$ cat src/rtl/reg3_arbiter.sv
// Round-robin arbiter and one-shot write sequencer for a shared 3-bit enable register.
// Each transaction is one IDLE->WR->ACK pass; outputs decode from state, owner and held data only.
module reg3_arbiter (
  input  logic       eck,
  input  logic       er,
  input  logic [2:0] ereq,
  input  logic [2:0] ed0,
  input  logic [2:0] ed1,
  input  logic [2:0] ed2,
  output logic [2:0] sgnt,
  output logic [2:0] sack,
  output logic [2:0] sed,
  output logic       seena,
  output logic       sbusy
);

  typedef enum logic [1:0] {
    IDLE = 2'd0,
    WR   = 2'd1,
    ACK  = 2'd2
  } state_e;

  state_e     state_q, state_d;
  logic [1:0] ptr_q, ptr_d;
  logic [1:0] w_q, w_d;
  logic [2:0] hold_q, hold_d;

  logic [2:0][2:0] ed_all;
  logic [1:0]      win, idx;
  logic            found;
  logic [2:0]      own_oh;

  assign ed_all = {ed2, ed1, ed0};

  function automatic logic [1:0] inc3(input logic [1:0] i);
    return (i == 2'd2) ? 2'd0 : i + 2'd1;
  endfunction

  // First requester at or after ptr, wrapping modulo 3.
  always_comb begin
    win   = ptr_q;
    idx   = ptr_q;
    found = 1'b0;
    for (int k = 0; k < 3; k++) begin
      if (!found && ereq[idx]) begin
        win   = idx;
        found = 1'b1;
      end
      idx = inc3(idx);
    end
  end

  always_comb begin
    state_d = state_q;
    ptr_d   = ptr_q;
    w_d     = w_q;
    hold_d  = hold_q;
    case (state_q)
      IDLE: begin
        if (found) begin
          w_d     = win;
          hold_d  = ed_all[win];
          ptr_d   = inc3(win);
          state_d = WR;
        end
      end
      WR:      state_d = ACK;
      ACK:     if (!ereq[w_q]) state_d = IDLE;
      default: state_d = IDLE;
    endcase
  end

  always_ff @(posedge eck or negedge er) begin
    if (!er) begin
      state_q <= IDLE;
      ptr_q   <= 2'd0;
      w_q     <= 2'd0;
      hold_q  <= 3'b000;
    end else begin
      state_q <= state_d;
      ptr_q   <= ptr_d;
      w_q     <= w_d;
      hold_q  <= hold_d;
    end
  end

  // Reset forces IDLE asynchronously, so seena and grants drop without waiting for an edge.
  always_comb begin
    own_oh = 3'b001 << w_q;
    sgnt   = (state_q != IDLE) ? own_oh : 3'b000;
    sack   = (state_q == ACK)  ? own_oh : 3'b000;
    sed    = hold_q;
    seena  = (state_q == WR);
    sbusy  = (state_q != IDLE);
  end

endmodule

$ cat config.mk
export PLATFORM = sky130hd
export DESIGN_NAME = reg3_arbiter
export DESIGN_NICKNAME = d
export VERILOG_FILES = /design/src/rtl/reg3_arbiter.sv
export SDC_FILE = /design/constraint.sdc
export NUM_CORES = 1
export LEC_CHECK = 0
export CAP_MARGIN = 20
export CORE_UTILIZATION = 39
export CTS_CLUSTER_DIAMETER = 100
export CTS_CLUSTER_SIZE = 40
export DETAILED_ROUTE_END_ITERATION = 7
export HOLD_SLACK_MARGIN = 0.15
export PLACE_DENSITY = 0.88
export SYNTH_ARGS = -nofsm -noshare
export SYNTH_HDL_FRONTEND = slang
export SYNTH_SLANG_ARGS = --single-unit
$ cat constraint.sdc
create_clock -name eck -period 1.5 [get_ports eck]
set_input_delay 0.225 -clock eck [delete_from_list [all_inputs] [get_ports eck]]
set_output_delay 0.225 -clock eck [all_outputs]
set_load 0.005 [all_outputs]
# --- Word-level counts from Yosys, hierarchy flattened ---
# Cells that the tools add are included.
classes:
  addsub: 3
  order_cmp: 5
  eq_ne: 7
  shift: 1
  n_mux: 23
  reduce_logical: 8
op_table:
  columns: ["op", "n"]
  rows:
  - ["< comparator 2 x 3 -> 1 bit (second input constant)", 5]
  - ["2-to-1 mux 2 bit", 7]
  - ["2-to-1 mux 3 bit", 3]
  - ["binary-select mux 1 bit (select 2 bit)", 4]
  - ["== test 2 bit (second input constant)", 4]
  - ["2-to-1 mux 1 bit", 7]
  - ["adder 2 x 1 -> 2 bit (second input constant)", 3]
  - ["binary-select mux 3 bit (select 2 bit)", 1]
  - ["case mux 2 bit (3 select lines)", 1]
  - ["!= test 2 bit (second input constant)", 2]
  - ["AND reduction 2 bit", 2]
  - ["<< shifter 1 x 2 -> 3 bit (first input constant)", 1]
  - ["== test 2 x 1 -> 1 bit (second input constant)", 1]
  - ["logical AND 1 bit", 2]
  - ["zero test 1 bit", 2]
  - ["zero test 2 bit", 1]
  - ["nonzero test 2 bit", 1]
totals:
  reg_bits: 9
  input_bits: 14
  out_inout_bits: 11
  word_cells: 51

# --- Depth between registers and ports, before layout ---
logic_depth:
  ltp_word: 11
  mapped_depth: 6
  depth_no_buf: 6

# --- Worst setup path before layout ---
# OpenSTA, ideal clock, no wires.
synth_timing:
  path_type: "flip-flop to flip-flop"
  start: "register state_q[0]"
  end: "register hold_q[0], in the netlist sed[0]"
  setup_ps: 80
  arrival_time_ps: 1293
  required_ps: 1420
  path_slack_ps: 127
  path_stages_with_launch: 5
  n_path_buf: 0
  synth_period_minus_slack_ps: 1373
  path_cell_list: "dfrtp_1 nor2_1 or2b_4 or2_4 o211ai_2"
synth_via:
  elab_chain_cells: 2
synth_lines:
  columns: ["element", "line_no", "text"]
  rows:
  - ["start, declared", "23", "state_e state_q, state_d;"]
  - ["start signal, assigned", "80", "state_q <= state_d;"]
  - ["zero test 2 bit", "58", "case (state_q)"]
  - ["AND reduction 2 bit (no line)", null, null]
  - ["end signal, assigned", "83", "hold_q <= hold_d;"]
  - ["end, declared", "26", "logic [2:0] hold_q, hold_d;"]
# Every way passes these cells.
# A chain may end at the register's enable or synchronous reset.

# --- Worst setup path in the final report ---
layout_timing:
  start: "register state_q[1]"
  end: "output seena"
layout_via:
  elab_chain_cells: 1
layout_lines:
  columns: ["element", "line_no", "text"]
  rows:
  - ["== test 2 x 1 -> 1 bit", "93", "seena = (state_q == WR);"]
  - ["end, declared", "13", "output logic seena,"]
# Every way passes these cells.

==> flow_metrics.env <==
export IMPL_viasPerCell=5.34
export IMPL_yosys_area_top_type="dfrtp_1"
export IMPL_finalNonFillerCells=114
export IMPL_slowest_stage="dfrtp_2"
export IMPL_seq_area_sq_um=229
export IMPL_fillers=94
export IMPL_multi_input_area_sq_um=350
export IMPL_slowest_delay_ns=0.43
export IMPL_cp_cell_sequence="buf_4 > nor2b_4 > dlygate4sd2_1"
export IMPL_cp_arrival_ns=1.22
export IMPL_dp_cells=105
export IMPL_ir_drop_mv=0.892
export IMPL_nets=114
export IMPL_start_kind="register"
export IMPL_initial_core_util=0.419
export IMPL_rr_endpoint="sed[1]"
export IMPL_p_seq_frac=0.269
export IMPL_ys_types=22
export IMPL_routabilityCongestion=0.767
export IMPL_yosysWarnings=0
export IMPL_end_kind="output pin"
export IMPL_io_pins=25
export IMPL_synth_seq_cells=9
export IMPL_total_power_mw=1.87
export IMPL_numCtsBuffers=3
export IMPL_diodes=0
export IMPL_drtIter0Drc=9
export IMPL_fp_dieW_um=39.1
export IMPL_critPathMaxFanout=3
export IMPL_grt_total_usage=0.223
export IMPL_antenna_left=0
export IMPL_r2r_start="ptr_q[1]"
export IMPL_grt_pass1_wl_mm=2.21
export IMPL_hp_class="in -> async"
export IMPL_syn_avg_cell_area_sq_um=9.44
export IMPL_die_height_um=39.1
export IMPL_postSynthCellCount=57
export IMPL_wl_per_cell_um=14.2
export IMPL_cp_required_ns=1.27
export IMPL_clock_path_buffers=2
export IMPL_max_slew_margin_rel=0.728
export IMPL_final_cell_mix="14 x clkdlybuf4s50_1, 13 x buf_4, 7 x dlygate4sd2_1"
export IMPL_drc=0
export IMPL_final_max_slew_viol_count=0
export IMPL_ys_seq_area_frac=0.419
export IMPL_max_freq_ghz=0.694
export IMPL_clk_latency_ns=0.25
export IMPL_leakage_nw=0.481
export IMPL_area_growth_syn_to_layout_pct=82.1
export IMPL_ys_top_cells_by_area="dfrtp_1 42%, mux2i_1 7.4%, o211ai_2 7.0%"
export IMPL_yosys_area_top_type_share=0.419
export IMPL_layout_min_cycle_time_ns=1.44
export IMPL_p_switching_mw=0.707
export IMPL_criticalPathCategory="reg -> out"
export IMPL_cts_root_buffer="clkbuf_4"
export IMPL_grt_max_degree=10
export IMPL_cts_tree="built"
export IMPL_r2r_slack_ns=0.07
export IMPL_cts_max_level=1
export IMPL_whs_ns=0.264
export IMPL_path_clk_slew_ns=0.06
export IMPL_die_area_sq_um=1530
export IMPL_r2r_cells=4
export IMPL_cts_sinks=9
export IMPL_drt_total_wl_mm=1.62
export IMPL_hold_violations=0
export IMPL_num_rows=13
export IMPL_detail_route_first_pass_iterations=4
export IMPL_drive_above_1_share=0.384
export IMPL_antenna_found_initial=0
export IMPL_p_int_mw=1.16
export IMPL_first_global_vias=557
export IMPL_power_frac_comb=0.633
export IMPL_clkPwrFrac=0.098
export IMPL_period_share=0.960
export IMPL_syn_num_nets=71
export IMPL_clock_skew_ns=0.000244
export IMPL_post_dp_hpwl_mm=1.06
export IMPL_status="finished, final reports clean"
export IMPL_overflow=0
export IMPL_coreArea_sq_um=1280
export IMPL_vias=609
export IMPL_synth_area_sq_um=538
export IMPL_power_per_cell_area_nw_per_um2=1910
export IMPL_switching_share=0.378
export IMPL_tightestPinTransition_ns=0.407
export IMPL_setup_viol=0
export IMPL_fin_util=0.762
export IMPL_setup_tns_ns=0
export IMPL_port_buffers=24
export IMPL_cap_violations=0
export IMPL_final_common_cell="clkdlybuf4s50_1"
-- layer usage --
metal	track usage	vias to the layer above	part of all wire	wire length [um]
met2	0.425	25	0.55	888
met5	0	-	0	0
li1	-	290	-	-
met4	0.103	0	0.028	46
met1	0.222	288	0.39	630
met3	0.0520	6	0.036	59
-- synth_stat cells, drive strengths merged --
| cell type | n |
|---|---|
| dfrtp | 9 |
| nor2 | 6 |
| nand2 | 5 |
| inv | 4 |
| mux2i | 4 |
| nor3 | 4 |
| nand2b | 3 |
| nand4 | 3 |
| o211ai | 3 |
| o21a | 3 |
| nor2b | 2 |
| o22ai | 2 |
| a211o | 1 |
| a211oi | 1 |
| a21oi | 1 |
| and2 | 1 |
| and3 | 1 |
| o21bai | 1 |
| o22a | 1 |
| or2 | 1 |
| or2b | 1 |
-- timing repair --
item / CTS / global route
hold buffers: 0 / 0
cloned: 0 / 0
buffers inserted: 4 / 1
resized for setup: 16 / 12
pin swaps: 0 / 4
setup endpoints to repair: 10 / 5
-- worst max-delay path, delay by kind of cell (launching register included) --
kind | cells | cell delay (ns)
simple gates | 1 | 0.11
flops | 1 | 0.43
buf+inv | 2 | 0.42
-- flip-flops by register name, summed over array words and instances (netlist names) --
name / count
state_q: 2
w_q: 2
sed: 3
ptr_q: 2
-- power by group through the flow --
stage,logic [mW],clock network [mW],registers [mW]
3_3_place_gp,0.979,0,0.466
3_5_place_dp,1.00,0,0.470
6_report,1.18,0.183,0.502
5_1_grt,1.28,0.200,0.514
4_1_cts,1.09,0.188,0.492
2_1_floorplan,0.520,0,0.457
-- area by class of cell --
type	instances	area share
inverter	4	0.0153
sequential	9	0.234
multi-input combinational	44	0.358
timing repair buffer	38	0.347
tap	15	0.0192
clock buffer	4	0.0268
-- cell families after synthesis --
group                  synth area share
and+or+nand+nor                   0.267
muxes                            0.0744
DFF                               0.419
AOI/OAI and AO/OA                 0.212
buffers and inverters            0.0279
-- how the worst max path moves through the flow --
| stage | endpoint | cells past startpoint | start | slack [ns] |
|---|---|---|---|---|
| after global placement | sed[0] | 7 | ereq[2] | -0.21 |
| after detailed placement | sed[1] | 7 | ereq[2] | -0.25 |
| after floorplan | sed[0] | 4 | state_q[0] | 0.13 |
| after global routing | sed[2] | 6 | ptr_q[1] | -0.004 |
| final | seena | 3 | state_q[1] | 0.06 |
| after CTS | sed[2] | 6 | ereq[2] | 0.02 |
-- metrics by stage --
| stage | setup WS, ns | area, sq um |
|---|---|---|
| 5_1_grt | -0.00415 | 980 |
| 6_report | 0.0598 | 980 |
| 3_3_place_gp | -0.205 | 865 |
| 3_5_place_dp | -0.246 | 865 |
| 4_1_cts | 0.0161 | 943 |
| 2_1_floorplan | 0.127 | 538 |
(Power assumes the default switching activity.)
